<file path="src/rtl/uart_rx_cfg.sv">
// uart_rx_cfg: parametrised UART receiver.
//   Synchronises rx_i, detects the start-bit falling edge, rejects false
//   starts, then decides every bit by a 2-of-3 majority around mid-bit and
//   emits one word per frame with a one-cycle valid strobe.
// Ports:
//   clk_i, rst_i (async, active high)
//   rx_i          serial input, idle high
//   data_o        last received word (held until the next frame completes)
//   data_o_v      one-cycle strobe; data_o and the flags update this cycle
//   parity_err_o  parity mismatch on last frame (0 when PARITY=0)
//   frame_err_o   a stop bit was decided 0 on last frame
//   break_o       every bit after the start bit was decided 0
//   busy_o        receiver is not IDLE
module uart_rx_cfg #(
  parameter int CLK_PER_BIT = 16,
  parameter int DATA_BITS   = 8,
  parameter int PARITY      = 0,
  parameter int STOP_BITS   = 1,
  parameter int SYNC_STAGES = 2
) (
  input  logic                 clk_i,
  input  logic                 rst_i,
  input  logic                 rx_i,
  output logic [DATA_BITS-1:0] data_o,
  output logic                 data_o_v,
  output logic                 parity_err_o,
  output logic                 frame_err_o,
  output logic                 break_o,
  output logic                 busy_o
);
  localparam int CW = $clog2(CLK_PER_BIT);
  localparam logic [CW-1:0] CNT_MAX = CW'(CLK_PER_BIT - 1);
  localparam logic [CW-1:0] SMP0    = CW'(CLK_PER_BIT / 2 - 1);
  localparam logic [CW-1:0] SMP1    = CW'(CLK_PER_BIT / 2);
  localparam logic [CW-1:0] DEC     = CW'(CLK_PER_BIT / 2 + 1);
  localparam logic [3:0]    LAST_DATA = 4'(DATA_BITS - 1);
  localparam logic [3:0]    LAST_STOP = 4'(STOP_BITS - 1);
  localparam logic          ODD       = (PARITY == 1);

  typedef enum logic [2:0] {S_IDLE, S_START, S_DATA, S_PARITY, S_STOP} state_t;

  state_t                 state, state_n;
  logic [SYNC_STAGES-1:0] sync_q;
  logic                   rx_s, rx_d;
  logic [CW-1:0]          cnt;
  logic [3:0]             bcnt;
  logic [1:0]             smp;
  logic [DATA_BITS-1:0]   shreg;
  logic                   ones, perr, ferr;
  logic                   fall, wrap, dec, maj, done;

  // Synchroniser flops reset high so reset release never looks like a start edge.
  always_ff @(posedge clk_i or posedge rst_i) begin
    if (rst_i) begin
      sync_q <= '1;
      rx_d   <= 1'b1;
    end else begin
      sync_q <= {sync_q[SYNC_STAGES-2:0], rx_i};
      rx_d   <= rx_s;
    end
  end

  assign rx_s   = sync_q[SYNC_STAGES-1];
  assign fall   = rx_d & ~rx_s;
  assign wrap   = (cnt == CNT_MAX);
  assign dec    = (cnt == DEC);
  // Third vote is the live sample taken in the decision cycle itself.
  assign maj    = (smp[0] & smp[1]) | (smp[0] & rx_s) | (smp[1] & rx_s);
  assign busy_o = (state != S_IDLE);

  always_ff @(posedge clk_i or posedge rst_i) begin
    if (rst_i) state <= S_IDLE;
    else       state <= state_n;
  end

  always_comb begin
    state_n = state;
    done    = 1'b0;
    case (state)
      S_IDLE:   if (fall) state_n = S_START;
      S_START: begin
        if (dec && maj) state_n = S_IDLE;        // false start
        else if (wrap)  state_n = S_DATA;
      end
      S_DATA:   if (wrap && bcnt == LAST_DATA)
                  state_n = (PARITY != 0) ? S_PARITY : S_STOP;
      S_PARITY: if (wrap) state_n = S_STOP;
      // Finish on the last stop decision so a back-to-back start is not missed.
      S_STOP: begin
        if (dec && bcnt == LAST_STOP) begin
          state_n = S_IDLE;
          done    = 1'b1;
        end
      end
      default:  state_n = S_IDLE;
    endcase
  end

  always_ff @(posedge clk_i or posedge rst_i) begin
    if (rst_i) begin
      cnt          <= '0;
      bcnt         <= '0;
      smp          <= '0;
      shreg        <= '0;
      ones         <= 1'b0;
      perr         <= 1'b0;
      ferr         <= 1'b0;
      data_o       <= '0;
      data_o_v     <= 1'b0;
      parity_err_o <= 1'b0;
      frame_err_o  <= 1'b0;
      break_o      <= 1'b0;
    end else begin
      data_o_v <= 1'b0;

      // Counter sits at 0 while idle and on the cycle of any return to idle.
      if (state == S_IDLE || state_n == S_IDLE) cnt <= '0;
      else if (wrap)                             cnt <= '0;
      else                                       cnt <= cnt + 1'b1;

      // Bit index restarts on every state change.
      if (state != state_n) bcnt <= '0;
      else if (wrap)        bcnt <= bcnt + 4'd1;

      if (cnt == SMP0) smp[0] <= rx_s;
      if (cnt == SMP1) smp[1] <= rx_s;

      if (state == S_IDLE && fall) begin
        ones <= 1'b0;
        perr <= 1'b0;
        ferr <= 1'b0;
      end

      if (dec) begin
        case (state)
          S_DATA: begin
            shreg <= {maj, shreg[DATA_BITS-1:1]};
            ones  <= ones | maj;
          end
          S_PARITY: begin
            perr <= (^shreg) ^ maj ^ ODD;
            ones <= ones | maj;
          end
          S_STOP: begin
            ones <= ones | maj;
            if (!maj) ferr <= 1'b1;
          end
          default: ;
        endcase
      end

      if (done) begin
        data_o       <= shreg;
        data_o_v     <= 1'b1;
        parity_err_o <= perr;
        frame_err_o  <= ferr | ~maj;
        break_o      <= ~(ones | maj);
      end
    end
  end
endmodule

</file>
<file path="config.mk">
export PLATFORM = sky130hd
export DESIGN_NAME = uart_rx_cfg
export DESIGN_NICKNAME = d
export VERILOG_FILES = /design/src/rtl/uart_rx_cfg.sv
export SDC_FILE = /design/constraint.sdc
export NUM_CORES = 1
export LEC_CHECK = 0
export BUFFER_PORTS_ARGS = -buffer_cell sky130_fd_sc_hd__buf_2
export CORE_ASPECT_RATIO = 1.1
export CORE_MARGIN = 4
export CORE_UTILIZATION = 50
export DETAILED_ROUTE_END_ITERATION = 10
export HOLD_SLACK_MARGIN = 0.05
export PLACE_DENSITY = 0.69
export REMOVE_ABC_BUFFERS = 1
export SYNTH_ARGS = -nofsm -noshare
export SYNTH_HDL_FRONTEND = slang
export SYNTH_SLANG_ARGS = --single-unit
</file>
<file path="constraint.sdc">
create_clock -name clk_i -period 4.2 [get_ports clk_i]
set_clock_uncertainty 0.2 [all_clocks]
set_input_delay 0.42 -clock clk_i [delete_from_list [all_inputs] [get_ports clk_i]]
set_output_delay 0.42 -clock clk_i [all_outputs]
set_load 0.02 [all_outputs]
</file>
==> impl_metrics.yaml, run 1 <==
run_status:
  outcome: "finished clean"
worst_setup_path:
  worstSetupEndpointType: "register"
  arrival_ps: 2170
  crit_fanout: 7
  critPathMaxStageDelay_ps: 580
  cp_cell_sequence: "inv_1 > ha_1 > and3b_1 > nand3_1 > a221oi_1 > nor2_1"
  cp_num_buf_inv: 1
  crit_path_top_delay_cell: "a221oi_1"
  crit_path_start_kind: "register"
  r2r-start: "cnt[1]$_DFF_PP0_"
  cp_top_family: "simple AND/OR/NAND/NOR gates"
  startpoint: "cnt[1]$_DFF_PP0_"
  path_class: "register to register"
  cp.required_ps: 4210
power:
  cellPowerDensity_nw_per_um2: 434
  ir_drop_uv: 261
  leakagePower_nw: 0.974
flow_run:
  cap_violations: 0
placement:
  postPlaceCellArea_sq_um: 1940
  dp_hpwl_mm: 2.15
  place_congestion: 0.725
  io_buffers: 15
global_routing:
  antenna_found_initial: 0
  grt_pass1_wl_mm: 5.47
  grt_usage_pct: 15.1
  grt_max_degree: 40
  grt_pass1_vias: 1211
  grt-ovfl-total: 0
synthesis:
  synth_area_sq_um: 1840
  ys_ff_latch: 39
  synth_cell_types: 39
  syn_inst: 148
  yosysWarnings: 0
  seq_area_frac_synth_pct: 53.1
  syn_area_per_cell_sq_um: 12.5
min_path:
  min_path_type: "register to register"
  hold_start: "sync_q[0]$_DFF_PP1_"
route:
  met1Wirelength_mm: 1.31
  wl_met3_um: 92
  totalWireLength_mm: 2.97
  first_iter_violations: 41
  wl_per_cell_um: 13.7
  drcViolationCount: 0
  vias: 1109
  wl_met2_mm: 1.51
  ant_nets: 0
  highest_layer: "met4"
  dr.pass1.iters: 3
  vias_per_cell: 5.11
sta:
  rsz0062_at_grt: "false"
  post-route-period-util_pct: 51.4
  tightest_slew_ps: 602
  final_hold_viol_count: 0
  fmax_mhz: 463
  timing.hold.ws_ps: 166
  finalSetupViolCount: 0
  final.setup.tns_ps: 0
  min_period_ps: 2160
  slew_viol_final: 0
  maxSlewHeadroom_pct: 59.9
finish:
  drive_gt1_share_pct: 32.5
  design_area_sq_um: 2010
  multi_input_area_sq_um: 788
  syn2layout_area_growth_pct: 9.23
  nNetsFinal: 176
  final_util_pct: 58.5
  final_cell_mix: "36 x dfrtp_1, 19 x mux2_2, 15 x buf_2, 12 x nand2_1, 9 x xnor2_1"
  layout_commonest_cell: "dfrtp_1"
  fillers: 305
  seqCellArea_sq_um: 980
  diodes: 0
floorplan:
  rows: 22
  fp.dieW_um: 65.9
  coreArea_sq_um: 3440
  die_h_um: 71.7
  initial_core_util_pct: 53.6
  die_area_sq_um: 4730
  ios: 16
clock_network:
  clock_sinks: 39
  cts_max_level: 2
  postCtsSetupRepairBufs: 0
  cts_buffers: 5
  path_clk_slew_ps: 100
  cts_tree: "done"
  hold_buffers: 2
  cts_resized: 0
  cts_root_buffer: "clkbuf_4"
  clock_latency_ps: 340
  clock_path_buffers: 2
-- sequential cells by signal, summed over array words and instances (netlist names), 2 cells and up --
name    count
data_o      8
shreg       8
bcnt        4
cnt         4
state       3
smp         2
sync_q      2
-- worst reg2reg max path, stage by stage, from the launching register on --
cell	delay (ps)
dfrtp_1	410
inv_1	80
ha_1	140
and3b_1	340
nand3_1	180
a221oi_1	580
nor2_1	110
-- cell usage after synthesis --
cell,n,area (sq um)
a21oi_1,3,15.0
a221oi_1,1,8.76
a22oi_1,1,7.51
a311oi_1,1,8.76
a311oi_2,1,15.0
and2_1,1,6.26
and2b_2,2,17.5
and3_1,1,6.26
and3b_1,2,17.5
buf_2,1,5.00
buf_4,1,7.51
buf_6,3,33.8
dfrtp_1,36,901
dfstp_2,3,78.8
ha_1,5,62.6
inv_1,8,30.0
maj3_2,1,11.3
mux2_2,19,214
nand2_1,12,45.0
nand3_1,4,20.0
nand3b_1,1,7.51
nand4_1,1,6.26
nand4_4,1,21.3
nor2_1,6,22.5
nor2b_1,3,18.8
nor3_1,5,25.0
nor3_4,1,16.3
nor3b_1,1,7.51
nor3b_4,1,18.8
o21a_1,1,7.51
o21ai_0,3,15.0
o21ai_1,2,10.0
o21ai_2,1,8.76
o31ai_1,2,15.0
or3_4,1,11.3
or3b_4,1,11.3
xnor2_1,9,78.8
xnor3_1,1,22.5
xor2_1,1,8.76
-- metal layers --
metal / GRT usage (%) / up-vias
met5: 0 / -
met4: 6.91 / 0
met3: 4.23 / 6
met2: 24.8 / 14
met1: 18.3 / 536
li1: - / 553
-- area by class of cell --
cell class	instances	share of cell area (%)
clock buffer	6	2.05
multi-input combinational	96	39.1
inverter	8	1.49
timing repair buffer	18	5.09
tap	48	2.98
sequential	39	48.6
clock inverter	2	0.621
-- worst paths after layout --
| check | end | cells after the start | slack, ps |
|---|---|---|---|
| min reg2reg | sync_q[1]$_DFF_PP1_ | 0 | 170 |
| max | cnt[3]$_DFF_PP0_ | 6 | 2040 |
| min in group asynchronous | data_o[1]$_DFFE_PP0P_ | 4 | 520 |
| min | sync_q[1]$_DFF_PP1_ | 0 | 170 |
| max reg2reg | cnt[3]$_DFF_PP0_ | 6 | 2040 |
| max in group asynchronous | rx_d$_DFF_PP1_ | 4 | 2920 |
-- where the power goes --
group / internal, W / switching, W / leakage [nW]
clock: 0.0000646 / 0.000118 / 0.0282
sequential: 0.000421 / 0.0000591 / 0.521
combinational: 0.000103 / 0.000109 / 0.425
total: 0.000589 / 0.000286 / 0.974
-- per-stage QoR --
| stage | instances | setup slack (ps) | power [W] |
|---|---|---|---|
| floorplan | 143 | 2250 | 0.000646 |
| global placement | 207 | 2080 | 0.000688 |
| detailed placement | 207 | 2030 | 0.000700 |
| CTS | 217 | 2010 | 0.000890 |
| global route | 217 | 1880 | 0.000945 |
| finish | 217 | 2040 | 0.000875 |
-- logic make-up (layout without fill, tap and decap cells) --
kind of cell | Yosys count | after routing | synth area share (%)
AND/OR/NAND/NOR | 44 | 44 | 15.1
buffers and inverters | 13 | 34 | 4.14
XOR/XNOR | 11 | 11 | 5.97
AO/OA/AOI/OAI | 16 | 16 | 6.04
multiplexers | 19 | 19 | 11.6
adder cells (fa/ha/maj) | 6 | 6 | 4.00
flip-flops | 39 | 39 | 53.1
Note: power is estimated with default switching activity, not from simulation.
==> run 2: changes to the inputs <==
--- a/config.mk
+++ b/config.mk
@@ -11,7 +11,7 @@
 export CORE_UTILIZATION = 50
 export DETAILED_ROUTE_END_ITERATION = 10
 export HOLD_SLACK_MARGIN = 0.05
-export PLACE_DENSITY = 0.69
+export PLACE_DENSITY = 0.71
 export REMOVE_ABC_BUFFERS = 1
 export SYNTH_ARGS = -nofsm -noshare
 export SYNTH_HDL_FRONTEND = slang
==> constraint.sdc (replaced) <==
create_clock -name clk_i -period 1.9 [get_ports clk_i]
set_clock_uncertainty 0.2 [all_clocks]
set_input_delay 0.19 -clock clk_i [delete_from_list [all_inputs] [get_ports clk_i]]
set_output_delay 0.19 -clock clk_i [all_outputs]
set_load 0.02 [all_outputs]
==> run 2 against run 1 <==
  * Global-route usage is 1.2 points higher
  * Clock power grew to 2.7 times the previous value
  * Final cell count is 8.8% higher
  * Highest routed layer unchanged
  * Sequential cell count stayed put
  * Maximum frequency is 14% higher
  * Count of clock-buffer cells in the layout is 1 higher
==> impl_metrics.yaml, run 2 (synthesis results as in run 1) <==
finish:
  layout_commonest_cell: "dfrtp_1"
  diodes: 0
  nNetsFinal: 195
  final_cell_mix: "35 x dfrtp_1, 19 x mux2_2, 17 x buf_4, 15 x buf_2, 11 x nand2_1"
  final_util_pct: 66.4
  fillers: 257
  multi_input_area_sq_um: 886
  syn2layout_area_growth_pct: 23.8
  seqCellArea_sq_um: 981
  drive_gt1_share_pct: 47.3
  largest_registers: "data_o: 8 flops, shreg: 8 flops"
power:
  clkPwrFrac_pct: 21.5
  comb_power_share_pct: 32.7
  p_total_w: 0.00228
  p_sw_w: 0.000755
  ir_drop_uv: 671
  p_int_w: 0.00153
  cellPowerDensity_nw_per_um2: 999
  leakagePower_nw: 1.10
  power.share.switching_pct: 33.1
  power_frac_seq_pct: 45.8
route:
  totalWireLength_mm: 3.46
  ant_nets: 0
  drcViolationCount: 0
  vias_per_cell: 5.18
  wl_per_cell_um: 14.7
  first_iter_violations: 35
  vias: 1223
  dr.pass1.iters: 4
clock_network:
  cts_max_level: 2
  clock_sinks: 39
  cts_root_buffer: "clkbuf_4"
  clock_path_buffers: 2
  cts_buffers: 5
  clock_latency_ps: 350
  path_clk_slew_ps: 110
  cts_tree: "done"
worst_setup_path:
  r2r-end: "cnt[0]$_DFF_PP0_"
  cp.required_ps: 1940
  arrival_ps: 1940
  worstSetupEndpointType: "register"
  path_class: "register to register"
  rr_worst_depth: 5
  reg2reg_slack_ps: 9
  crit_path_start_kind: "register"
  r2r-start: "bcnt[2]$_DFFE_PP0P_"
  crit_fanout: 4
placement:
  dp_hpwl_mm: 2.29
  place_congestion: 0.833
  io_buffers: 15
min_path:
  min_path_type: "register to register"
  hold-path-cell-count: 0
  hold_start: "sync_q[0]$_DFF_PP1_"
  hold_end: "sync_q[1]$_DFF_PP1_"
floorplan:
  die_area_sq_um: 4730
  coreArea_sq_um: 3440
  rows: 22
  ios: 16
  initial_core_util_pct: 53.6
  die_h_um: 71.7
  fp.dieW_um: 65.9
sta:
  post-route-period-util_pct: 99.5
  slew_viol_final: 0
  final_hold_viol_count: 0
  rsz0062_at_grt: "true"
  maxSlewHeadroom_pct: 62.9
  finalSetupViolCount: 0
  fmax_mhz: 529
  tightest_slew_ps: 554
  min_period_ps: 1890
global_routing:
  grt_pass1_wl_mm: 5.80
  grt_max_degree: 40
  antenna_found_initial: 0
  grt_pass1_vias: 1280
  grt_usage_pct: 16.3
  grt-ovfl-total: 0
flow_run:
  cap_violations: 0
run_status:
  outcome: "finished clean"
run 2: power by group through the flow:
stage / Combinational (W) / Sequential, W / Clock, W
floorplan: 0.000386 / 0.00104 / 0
global placement: 0.000550 / 0.00104 / 0
detailed placement: 0.000576 / 0.00105 / 0
CTS: 0.000640 / 0.00103 / 0.000509
global route: 0.000824 / 0.00106 / 0.000547
finish: 0.000747 / 0.00104 / 0.000491
run 2: how the worst max path moves through the flow:
stage	startpoint	endpoint	slack (ps)	cells past startpoint
final	bcnt[2]$_DFFE_PP0P_	cnt[0]$_DFF_PP0_	9	5
after global routing	cnt[0]$_DFF_PP0_	cnt[2]$_DFF_PP0_	-60	7
after CTS	cnt[1]$_DFF_PP0_	shreg[6]$_DFFE_PP0P_	-20	7
after detailed placement	cnt[1]$_DFF_PP0_	cnt[0]$_DFF_PP0_	-3	8
after global placement	cnt[1]$_DFF_PP0_	shreg[4]$_DFFE_PP0P_	50	7
after floorplan	cnt[1]$_DFF_PP0_	shreg[0]$_DFFE_PP0P_	-50	6
run 2: routing by layer:
metal  global-route usage [%]  share of wire [%]  vias up
met3                     5.64                4.0       10
met2                     24.7                 49       25
met4                     6.22                2.5        0
li1                         -                  -      593
met1                     21.6                 44      595
met5                        0                  0        -
run 2: worst max-delay path, stage by stage (launching register included):
cell and delay, ps:
dfrtp_1 430, nor2_1 460, nand3_4 150, a221oi_2 330
buf_4 170, nor3_1 50
run 2: what timing repair did:
| action | CTS | global route |
|---|---|---|
| setup buffers | 4 | 2 |
| gates cloned | 0 | 1 |
| resized for setup | 3 | 16 |
| pin swaps | 2 | 8 |
| hold buffers | 2 | 0 |
| setup endpoints to repair | 24 | 25 |
| hold endpoints to repair | 37 | 0 |
run 2: area by class of cell:
| cell class | count | share of cell area [%] |
|---|---|---|
| multi-input cells | 97 | 38.8 |
| clock buffers | 7 | 2.85 |
| repair buffers | 36 | 11.1 |
| flip-flops and latches | 39 | 43.0 |
| well taps | 48 | 2.63 |
| inverters | 8 | 1.32 |
| clock inverters | 1 | 0.329 |
run 2: through the flow:
stage | instance area (sq um) | std cells | TNS, ps | setup slack (ps) | hold WS, ps
CTS | 2170 | 233 | -57.8 | -15.2 | 171
floorplan | 1800 | 143 | -396 | -49.5 | -5.52
detailed placement | 2040 | 219 | -3.34 | -3.34 | 98.9
finish | 2280 | 236 | 0 | 9.29 | 167
global route | 2280 | 236 | -509 | -61.5 | 176
global placement | 2040 | 219 | 0 | 48.0 | 96.6
==> run 3: changes to the inputs <==
==> constraint.sdc (replaced) <==
create_clock -name clk_i -period 1.52 [get_ports clk_i]
set_clock_uncertainty 0.2 [all_clocks]
set_input_delay 0.152 -clock clk_i [delete_from_list [all_inputs] [get_ports clk_i]]
set_output_delay 0.152 -clock clk_i [all_outputs]
set_load 0.02 [all_outputs]
==> run 3 against run 2 <==
  * The flow now finishes with violations (negative setup slack)
  * Final cell count grew 11%
  * Worst setup slack worse by 420 ps
  * Wire length increased by 16%
  * First-iteration DRC count increased by 97%
  * Maximum frequency shrank 2.2%
  * Worst hold slack lost 3.3 ps
  * Final area up 13%
  * Power increased by 37%
  * Clock power is 5.1% higher
  * Global-route usage grew 2.1 points
==> impl_metrics.yaml, run 3 (synthesis results as in run 1) <==
clock_network:
  clock_path_buffers: 2
  cts_max_level: 2
  cts_buffers: 5
  cts_root_buffer: "clkbuf_4"
  cts_tree: "done"
  clock_latency_ps: 340
  path_clk_slew_ps: 120
  clock_sinks: 39
route:
  totalWireLength_mm: 4.00
  dr.pass1.iters: 4
  wl_per_cell_um: 15.3
  vias: 1335
  vias_per_cell: 5.10
  drcViolationCount: 0
  first_iter_violations: 69
  ant_nets: 0
floorplan:
  coreArea_sq_um: 3440
  fp.dieW_um: 65.9
  rows: 22
  initial_core_util_pct: 53.6
  die_h_um: 71.7
  ios: 16
  die_area_sq_um: 4730
placement:
  place_congestion: 0.772
  dp_hpwl_mm: 2.53
  dp_slack_ps: -389
  io_buffers: 15
sta:
  min_period_ps: 1930
  tightest_slew_ps: 329
  maxSlewHeadroom_pct: 78.0
  fmax_mhz: 517
  final_hold_viol_count: 0
  post-route-period-util_pct: 127
  rsz0062_at_grt: "true"
  finalSetupViolCount: 37
  timing.hold.ws_ps: 163
  slew_viol_final: 0
  final.setup.tns_ps: -12320
  setup_ws_ps: -414
worst_setup_path:
  arrival_ps: 1970
  crit_path_top_delay_cell: "dfrtp_1"
  crit_fanout: 5
  cp.required_ps: 1550
  crit_path_start_kind: "register"
  critPathMaxStageDelay_ps: 410
  path_class: "register to register"
  worstSetupEndpointType: "register"
  cp_cell_sequence: "inv_2 > ha_2 > and3b_2 > buf_6 > nand2_4 > a221oi_2 > buf_4 > nor2_1"
flow_run:
  cap_violations: 0
finish:
  layout_commonest_cell: "buf_4"
  fillers: 224
  diodes: 0
  drive_gt1_share_pct: 58.4
  final_util_pct: 75.0
  final_cell_mix: "37 x buf_4, 36 x dfrtp_1, 14 x buf_2, 10 x mux2_2"
  largest_registers: "data_o: 8 flops, shreg: 8 flops"
  nNetsFinal: 221
  syn2layout_area_growth_pct: 39.9
power:
  cellPowerDensity_nw_per_um2: 1210
  leakagePower_nw: 1.25
  ir_drop_uv: 1110
  p_total_w: 0.00312
global_routing:
  grt_pass1_vias: 1445
  grt_max_degree: 40
  antenna_found_initial: 0
  grt-ovfl-total: 0
  grt_pass1_wl_mm: 6.57
  grt_usage_pct: 18.4
run_status:
  violations: "negative setup slack"
  outcome: "finished with violations"
min_path:
  min_path_type: "register to register"
## run 3: cell types whose count changed in the layout (fill, tap and decap cells not counted), moves of 6 or more
cell	before	now
buf_6	1	7
mux2_2	19	10
buf_4	17	37
mux2_4	0	9
## run 3: repair_timing
action,CTS,global route
endpoints found under the hold margin,40,0
setup endpoints to repair,36,37
hold buffers,2,0
pin swaps,17,12
setup buffers,4,6
gates cloned,1,0
resized for setup,28,24
## run 3: worst paths after layout
path                                     startpoint                  end  slack, ps  cells past startpoint
min in group asynchronous                     rst_i     cnt[3]$_DFF_PP0_        190                      4
worst min register to register  sync_q[0]$_DFF_PP1_  sync_q[1]$_DFF_PP1_        160                      0
worst max register to register     cnt[1]$_DFF_PP0_     cnt[2]$_DFF_PP0_       -410                      8
max in group asynchronous                     rst_i  sync_q[1]$_DFF_PP1_        670                      4
worst min-delay path            sync_q[0]$_DFF_PP1_  sync_q[1]$_DFF_PP1_        160                      0
worst max-delay path               cnt[1]$_DFF_PP0_     cnt[2]$_DFF_PP0_       -410                      8
## run 3: where the power goes
part           leakage (nW)  switching (W)  total [W]  internal (W)
registers             0.521      0.0000955    0.00126       0.00117
clock network        0.0282       0.000337   0.000516      0.000179
logic                 0.705       0.000620    0.00135      0.000726
## run 3: cell type report
cell class	instances	area (sq um)	share of cell area, %
clock inverter	2	12.5	0.485
inverter	8	32.5	1.26
sequential	39	980	38.0
tap	48	60.1	2.33
multi-input combinational	97	967	37.5
clock buffer	6	41.3	1.60
timing repair buffer	62	487	18.9
## run 3: through the flow
step / area [sq um] / std cells
global placement: 2230 / 242
CTS: 2450 / 257
detailed placement: 2230 / 242
global route: 2580 / 262
floorplan: 1800 / 143
finish: 2580 / 262
## run 3: per-layer routing
layer	track usage, %	wire length, um	up-vias	share of wire [%]
met4	7.37	54	0	1.3
met2	30.1	2010	18	50
met1	23.5	1810	670	45
met5	0	0	-	0
met3	4.23	123	5	3.1
li1	-	-	642	-
## run 3: worst max-delay path, delay by kind of cell (launching register included)
family / cells / cell delay, ps
AOI/OAI and AO/OA: 1 / 250
adders and majority gates: 1 / 160
buffers and inverters: 3 / 420
DFF: 1 / 410
and+or+nand+nor: 3 / 370
